### src/rtl/sram_port_arbiter.sv
// sram_port_arbiter: shares one synchronous SRAM port between instruction fetch and data memory
// Ports:
//   clk, rst                         clock and synchronous active-high reset
//   if_req/if_addr -> if_gnt         fetch read request and same-cycle grant
//   if_rvalid/if_rdata               fetch read response, one cycle after grant
//   mem_req/wen/addr/wdata -> mem_gnt data request (wen==0 is a read) and grant
//   mem_rvalid/mem_rdata             data read response, one cycle after grant
//   sram_en/wen/addr/wdata           SRAM command driven by the grant winner
//   sram_rdata                       SRAM read data, valid the cycle after a read
module sram_port_arbiter #(
    parameter int ADDR_W     = 32,
    parameter int DATA_W     = 32,
    parameter int STARVE_MAX = 4
) (
    input  logic              clk,
    input  logic              rst,
    input  logic              if_req,
    input  logic [ADDR_W-1:0] if_addr,
    output logic              if_gnt,
    output logic              if_rvalid,
    output logic [DATA_W-1:0] if_rdata,
    input  logic              mem_req,
    input  logic [3:0]        mem_wen,
    input  logic [ADDR_W-1:0] mem_addr,
    input  logic [DATA_W-1:0] mem_wdata,
    output logic              mem_gnt,
    output logic              mem_rvalid,
    output logic [DATA_W-1:0] mem_rdata,
    output logic              sram_en,
    output logic [3:0]        sram_wen,
    output logic [ADDR_W-1:0] sram_addr,
    output logic [DATA_W-1:0] sram_wdata,
    input  logic [DATA_W-1:0] sram_rdata
);
    typedef enum logic [1:0] {TAG_NONE, TAG_IF, TAG_MEM} tag_e;

    tag_e       rsp_tag_q, rsp_tag_d;
    logic [3:0] starve_cnt_q, starve_cnt_d;
    logic       if_win;

    always_comb begin
        // fetch wins when alone, or once data has used up its consecutive-grant allowance
        if_win       = if_req && (!mem_req || starve_cnt_q >= 4'(STARVE_MAX));
        if_gnt       = !rst && if_win;
        mem_gnt      = !rst && mem_req && !if_win;
        starve_cnt_d = (mem_gnt && if_req) ?
                       ((starve_cnt_q >= 4'(STARVE_MAX)) ? 4'(STARVE_MAX) : starve_cnt_q + 4'd1) : 4'd0;
        sram_en      = if_gnt || mem_gnt;
        sram_addr    = if_gnt ? if_addr : (mem_gnt ? mem_addr : '0);
        sram_wen     = mem_gnt ? mem_wen : 4'd0;
        sram_wdata   = mem_gnt ? mem_wdata : '0;
        rsp_tag_d    = if_gnt ? TAG_IF : ((mem_gnt && mem_wen == 4'd0) ? TAG_MEM : TAG_NONE);
        // a read granted just before reset must not surface while reset is high
        if_rvalid    = !rst && rsp_tag_q == TAG_IF;
        mem_rvalid   = !rst && rsp_tag_q == TAG_MEM;
        if_rdata     = if_rvalid ? sram_rdata : '0;
        mem_rdata    = mem_rvalid ? sram_rdata : '0;
    end

    always_ff @(posedge clk) begin
        if (rst) begin
            rsp_tag_q    <= TAG_NONE;
            starve_cnt_q <= 4'd0;
        end else begin
            rsp_tag_q    <= rsp_tag_d;
            starve_cnt_q <= starve_cnt_d;
        end
    end
endmodule

### config.mk
export PLATFORM = sky130hd
export DESIGN_NAME = sram_port_arbiter
export DESIGN_NICKNAME = d
export VERILOG_FILES = /design/src/rtl/sram_port_arbiter.sv
export SDC_FILE = /design/constraint.sdc
export NUM_CORES = 1
export LEC_CHECK = 0
export CORE_AREA = 2 2 105 107
export CTS_CLUSTER_SIZE = 10
export DETAILED_ROUTE_END_ITERATION = 8
export DIE_AREA = 0 0 107 109
export HOLD_SLACK_MARGIN = 0.05
export PLACE_DENSITY = 0.62
export SETUP_SLACK_MARGIN = 0.4
export SLEW_MARGIN = 20
export SYNTH_ARGS = -nofsm -noshare
export SYNTH_HDL_FRONTEND = slang
export SYNTH_SLANG_ARGS = --single-unit
### constraint.sdc
create_clock -name clk -period 3.7 [get_ports clk]
set_input_delay 0.74 -clock clk [delete_from_list [all_inputs] [get_ports clk]]
set_output_delay 0.74 -clock clk [all_outputs]
set_load 0.01 [all_outputs]
==> metrics, run 1 <==
run status=completed; final net count=579; fill cell count=1077; # IOs=273; max-slew violations=0; Cells after DPL=573; Max VDD drop=0.0917 mV; Sink Count=6; Die ar.=11700 um^2; CP Capture Type=primary output; Hold Buf Count CTS=0; worst min path class=reg2reg; max frequency=307 MHz; hpwl dp=6880 um; largest net degree at the start of global routing=35; DRT iter0 DRCs=109; clock tree buffer depth=2; leakage=1.63 nW; diodes inserted=0; TritonCTS clock tree=done; Final TNS setup=0 ps; max cap viols=0; dpl ws=280 ps; Reg2Reg Setup Slack=2520 ps; Seq/Total Area, Yosys=0.0989; Die Span X=107 um; global route overflow=0; CTS H-Tree Depth=1; cell area after layout=4230 um^2; worst setup path endpoint=sram_en; clk slew on worst S/H paths=30 ps; Num CTS Buffers=3; RSZ-0062 raised after global routing=true; Mapped Nets=308; PortBufs=272; Post-Layout Cell Count=580; Tcrit/Tclk final=0.880; Area growth syn-to-layout=248%; placed inst area=4130 um^2; Core Box Area=10600 um^2; post-synth cell types=19; Die Ht=109 um; reg2reg start=starve_cnt_q[3]$_SDFF_PP0_; vias in the first global route=2199; FF/Latch Area=120 um^2; Yosys reg bits=6; post-layout min period=3260 ps; Clk Latency, worst-skew pair=220 ps; WP data required=2960 ps; Site Rows=38; DRC Markers=0; Fin. Hold Viols=0; Power per Cell Area=122 nW/um^2; Total Power=0.000517 W; Clock Skew=1.70 ps; Worst setup SP type=primary input; Root Driver=clkbuf_8; layout cells sized above 1=0.0432; routability congestion estimate=0.857; Post-Synthesis Cells=171; Syn Area/Cell=7.10 um^2; WS Path Type=in2out; Synth Warn #=0; Vias=2219; Total GRT Usage=0.122; Initial Utilization=0.115; Pre-antenna DRT Iters=4; Cell Area, Synth=1210 um^2; crit path DAT=2520 ps; Critical path origin=mem_req; drt wl/cell=14.0 um; most frequent cells in the layout=clkdlybuf4s50_1, and2_1, a22o_1, buf_4, dfxtp_1; initial antenna violation count=0; critical path peak fanout=10; vias per cell=3.83; first-pass GRT wire length=11400 um; antenna viol nets, final=0; R2R cell count=5; multi-input logic area=1030 um^2; final setup fails=0; DRT Wirelength=8100 um; worst reg2reg path endpoint=starve_cnt_q[1]$_SDFF_PP0_; most common cell after layout, fill and taps aside=clkdlybuf4s50_1; post-route setup slack=445 ps
## layout make-up
type                       count  area share
sequential                     6      0.0284
timing repair buffer         283       0.677
tap                          140      0.0414
multi-input combinational    148       0.244
clock buffer                   3     0.00977
## what timing repair did
item	in CTS	in global routing
endpoints found under the hold margin	0	0
gates resized for setup	2	1
endpoints found under the setup margin	60	29
pin swaps	0	1
gates cloned	0	1
buffers inserted	1	2
## layer usage
layer  track usage  routed length, um  vias up
met1         0.147               3140      991
met5             0                  0        -
met3        0.0275                633        6
met2         0.223               4270      106
met4        0.0232                 62        0
li1              -                  -     1116
## kinds of logic (layout without fill, tap and decap cells)
| kind of cell | after synthesis | in the layout | share of synthesized area |
|---|---|---|---|
| adder cells (fa/ha/maj) | 1 | 1 | 0.0103 |
| flip-flops | 6 | 6 | 0.0989 |
| AND/OR/NAND/NOR | 110 | 110 | 0.571 |
| AO/OA/AOI/OAI | 36 | 36 | 0.254 |
| other | 1 | 1 | 0.00309 |
| buffers and inverters | 17 | 286 | 0.0628 |
## report_power, final
part | total, W | internal [W] | switching (W) | leakage [nW]
Combinational | 0.000354 | 0.000247 | 0.000107 | 1.56
Sequential | 0.0000685 | 0.0000672 | 0.00000132 | 0.0491
Clock | 0.0000946 | 0.0000696 | 0.0000250 | 0.0216
## flip-flops by register name, summed over array words and instances, names as in the netlist
signal	flops
starve_cnt_q	4
rsp_tag_q	2
## synth_stat cells, drive strengths merged
library cell / n / share of area
nor2: 1 / 0.0031
or2: 1 / 0.0052
buf: 9 / 0.037
conb: 1 / 0.0031
a22o: 32 / 0.23
ha: 1 / 0.010
and3b: 2 / 0.014
nor4: 1 / 0.0052
a21oi: 2 / 0.011
dfxtp: 6 / 0.099
o21ai: 1 / 0.0041
and3: 1 / 0.0052
nand2b: 1 / 0.0052
o311a: 1 / 0.0082
clkbuf: 8 / 0.026
nor3b: 2 / 0.012
and2: 101 / 0.52
## metrics by stage
stage                      util  hold WS [ps]
final                     0.399           530
after global placement    0.389           515
after global routing      0.399           568
after detailed placement  0.389           524
after CTS                 0.393           532
after floorplan               -           503
## worst max-delay path, cell delays in order
cell and delay (ps):
clkdlybuf4s50_1 450, and3b_2 250, buf_12 140, buf_4 160, or2_2 290, clkdlybuf4s50_1 480
## worst min-delay path by stage
stage	startpoint	to	slack (ps)	cells after the start
5_1_grt	starve_cnt_q[0]$_SDFF_PP0_	starve_cnt_q[0]$_SDFF_PP0_	570	1
3_3_place_gp	starve_cnt_q[0]$_SDFF_PP0_	starve_cnt_q[0]$_SDFF_PP0_	520	1
6_report	starve_cnt_q[0]$_SDFF_PP0_	starve_cnt_q[0]$_SDFF_PP0_	530	1
4_1_cts	starve_cnt_q[0]$_SDFF_PP0_	starve_cnt_q[0]$_SDFF_PP0_	530	1
2_1_floorplan	starve_cnt_q[0]$_SDFF_PP0_	starve_cnt_q[0]$_SDFF_PP0_	500	1
3_5_place_dp	starve_cnt_q[0]$_SDFF_PP0_	starve_cnt_q[0]$_SDFF_PP0_	520	1
Note: power is estimated with default switching activity, not from simulation.
==> inputs of run 2 (changes only) <==
ABC_AREA = 1   (was unset)
CORE_AREA = 2 2 106 108   (was 2 2 105 107)
DIE_AREA = 0 0 108 110   (was 0 0 107 109)
PLACE_DENSITY = 0.66   (was 0.62)
==> metrics, run 2 <==
Seq/Total Area, Yosys=0.0726; vias in the first global route=2682; WS Path Type=in2out; antenna viol nets, final=0; Power per Cell Area=121 nW/um^2; Max VDD drop=0.0508 mV; cell with the most instances after synthesis=nor2_1; Sink Count=6; Die Ht=110 um; max reg flops=4; TritonCTS clock tree=done; run status=completed; ys async rst share=0; max frequency=303 MHz; clk slew on worst S/H paths=30 ps; final setup fails=0; Clock Skew=0.975 ps; Total Power=0.000560 W; most common cell after layout, fill and taps aside=clkdlybuf4s50_1; post-route setup slack=397 ps; Clk Latency, worst-skew pair=220 ps; Worst setup SP type=primary input; Core Box Area=10700 um^2; Vias=2937; clock tree buffer depth=2; Post-Layout Cell Count=725; DRC Markers=0; CP Capture Type=primary output; Cells after DPL=720; Post-synth EDFFs=0; Post-Synthesis Cells=323; largest net degree at the start of global routing=36; max-slew violations=0; DRT iter0 DRCs=137; drt wl/cell=12.8 um; post-layout min period=3300 ps; leakage=2.10 nW; Synth top area share=0.200; vias per cell=4.05; max cap viols=0; final net count=724; synth cell count leaders=nor2_1, inv_1, nand4_1; Fin. Hold Viols=0; largest registers=starve_cnt_q x4, rsp_tag_q x2; main area contributors after synthesis=nor2_1, inv_1, nor2_4; dpl ws=247 ps; Total GRT Usage=0.135; critical path peak fanout=33; leading area contributor after synthesis=nor2_1; CTS H-Tree Depth=1; first-pass GRT wire length=12900 um; routability congestion estimate=0.821; Final TNS setup=0 ps; RSZ-0062 raised after global routing=true; worst min path class=reg2reg; Die ar.=11900 um^2; PortBufs=272; Num CTS Buffers=3; Area growth syn-to-layout=179%; global route overflow=0; Cell Area, Synth=1660 um^2; Reg2Reg Setup Slack=2600 ps; most flop-heavy register=starve_cnt_q; Finished Core Util=0.432; Initial Utilization=0.155; Most used DFF post-synth=dfxtp_1; Site Rows=38; most frequent cells in the layout=clkdlybuf4s50_1, nor2_1, inv_1, nand4_1; Root Driver=clkbuf_8; # IOs=273; post-synth cell types=20; Tcrit/Tclk final=0.893; initial antenna violation count=0; Yosys reg bits=6; Pre-antenna DRT Iters=4; WP data required=2960 ps; Synth Warn #=0; DRT Wirelength=9250 um; hpwl dp=7590 um; layout cells sized above 1=0.0769; Mapped Nets=460; crit path DAT=2560 ps; Syn Area/Cell=5.12 um^2; diodes inserted=0; Die Span X=108 um
run 2: changes by cell type after synthesis, sizes merged, moves of 2 or more:
cell	previous run	this run
nor2	1	109
nand4	0	34
nand3	0	33
a22o	32	0
nand2	0	36
clkbuf	8	3
inv	0	75
buf	9	23
and2	101	0
and3b	2	0
nor3b	2	0
run 2: final timing paths:
| path | from | endpoint | cells after the start |
|---|---|---|---|
| worst min-delay path | starve_cnt_q[0]$_SDFF_PP0_ | starve_cnt_q[0]$_SDFF_PP0_ | 1 |
| worst max register to register | starve_cnt_q[2]$_SDFF_PP0_ | rsp_tag_q[0]$_SDFF_PP0_ | 5 |
| worst max-delay path | rst | sram_addr[4] | 6 |
| worst min register to register | starve_cnt_q[0]$_SDFF_PP0_ | starve_cnt_q[0]$_SDFF_PP0_ | 1 |
run 2: logic make-up after synthesis:
logic type / Yosys count / synth area share
buffers and inverters: 101 / 0.258
AO/OA/AOI/OAI: 1 / 0.00302
flip-flops: 6 / 0.0726
AND/OR/NAND/NOR: 213 / 0.657
other: 1 / 0.00227
adder cells (fa/ha/maj): 1 / 0.00756
run 2: through the flow:
step / hold slack (ps) / instance area [um^2]
after global placement: 408 / 4500
after CTS: 427 / 4550
after detailed placement: 423 / 4500
after global routing: 448 / 4620
final: 426 / 4620
after floorplan: 399 / 1660
run 2: critical path: stages:
cell             delay [ps]
clkdlybuf4s50_1         510
inv_2                   140
buf_4                   340
nand4_1                 170
nand2_1                 100
clkdlybuf4s50_1         540
run 2: power by group:
part           total [W]  internal [W]  switching (W)
sequential     0.0000678     0.0000669    0.000000920
clock          0.0000967     0.0000698      0.0000269
combinational   0.000395      0.000239       0.000156
total           0.000560      0.000376       0.000184
run 2: metal layers:
metal	routed length, um	vias to the layer above	global-route usage
li1	-	1497	-
met1	3380	1264	0.143
met2	4800	166	0.259
met3	951	10	0.0394
met4	124	0	0.0394
met5	0	-	0
run 2: layout make-up:
class	count	area (um^2)
sequential	6	120
timing repair buffer	285	2870
tap	140	175
clock buffer	3	41.3
fill	1110	6080
inverter	75	282
multi-input combinational	216	1130
run 2: timing repair:
| item | in CTS | in global routing |
|---|---|---|
| cloned | 0 | 2 |
| endpoints found under the hold margin | 0 | 0 |
| setup buffers | 0 | 0 |
| setup endpoints to repair | 77 | 109 |
| hold buffers | 0 | 0 |
| gates resized for setup | 2 | 7 |
==> inputs of run 3 (changes only) <==
SLEW_MARGIN = 5   (was 20)
==> results of run 3 <==
Final layout, timing and power as in run 2 (identical DEF).
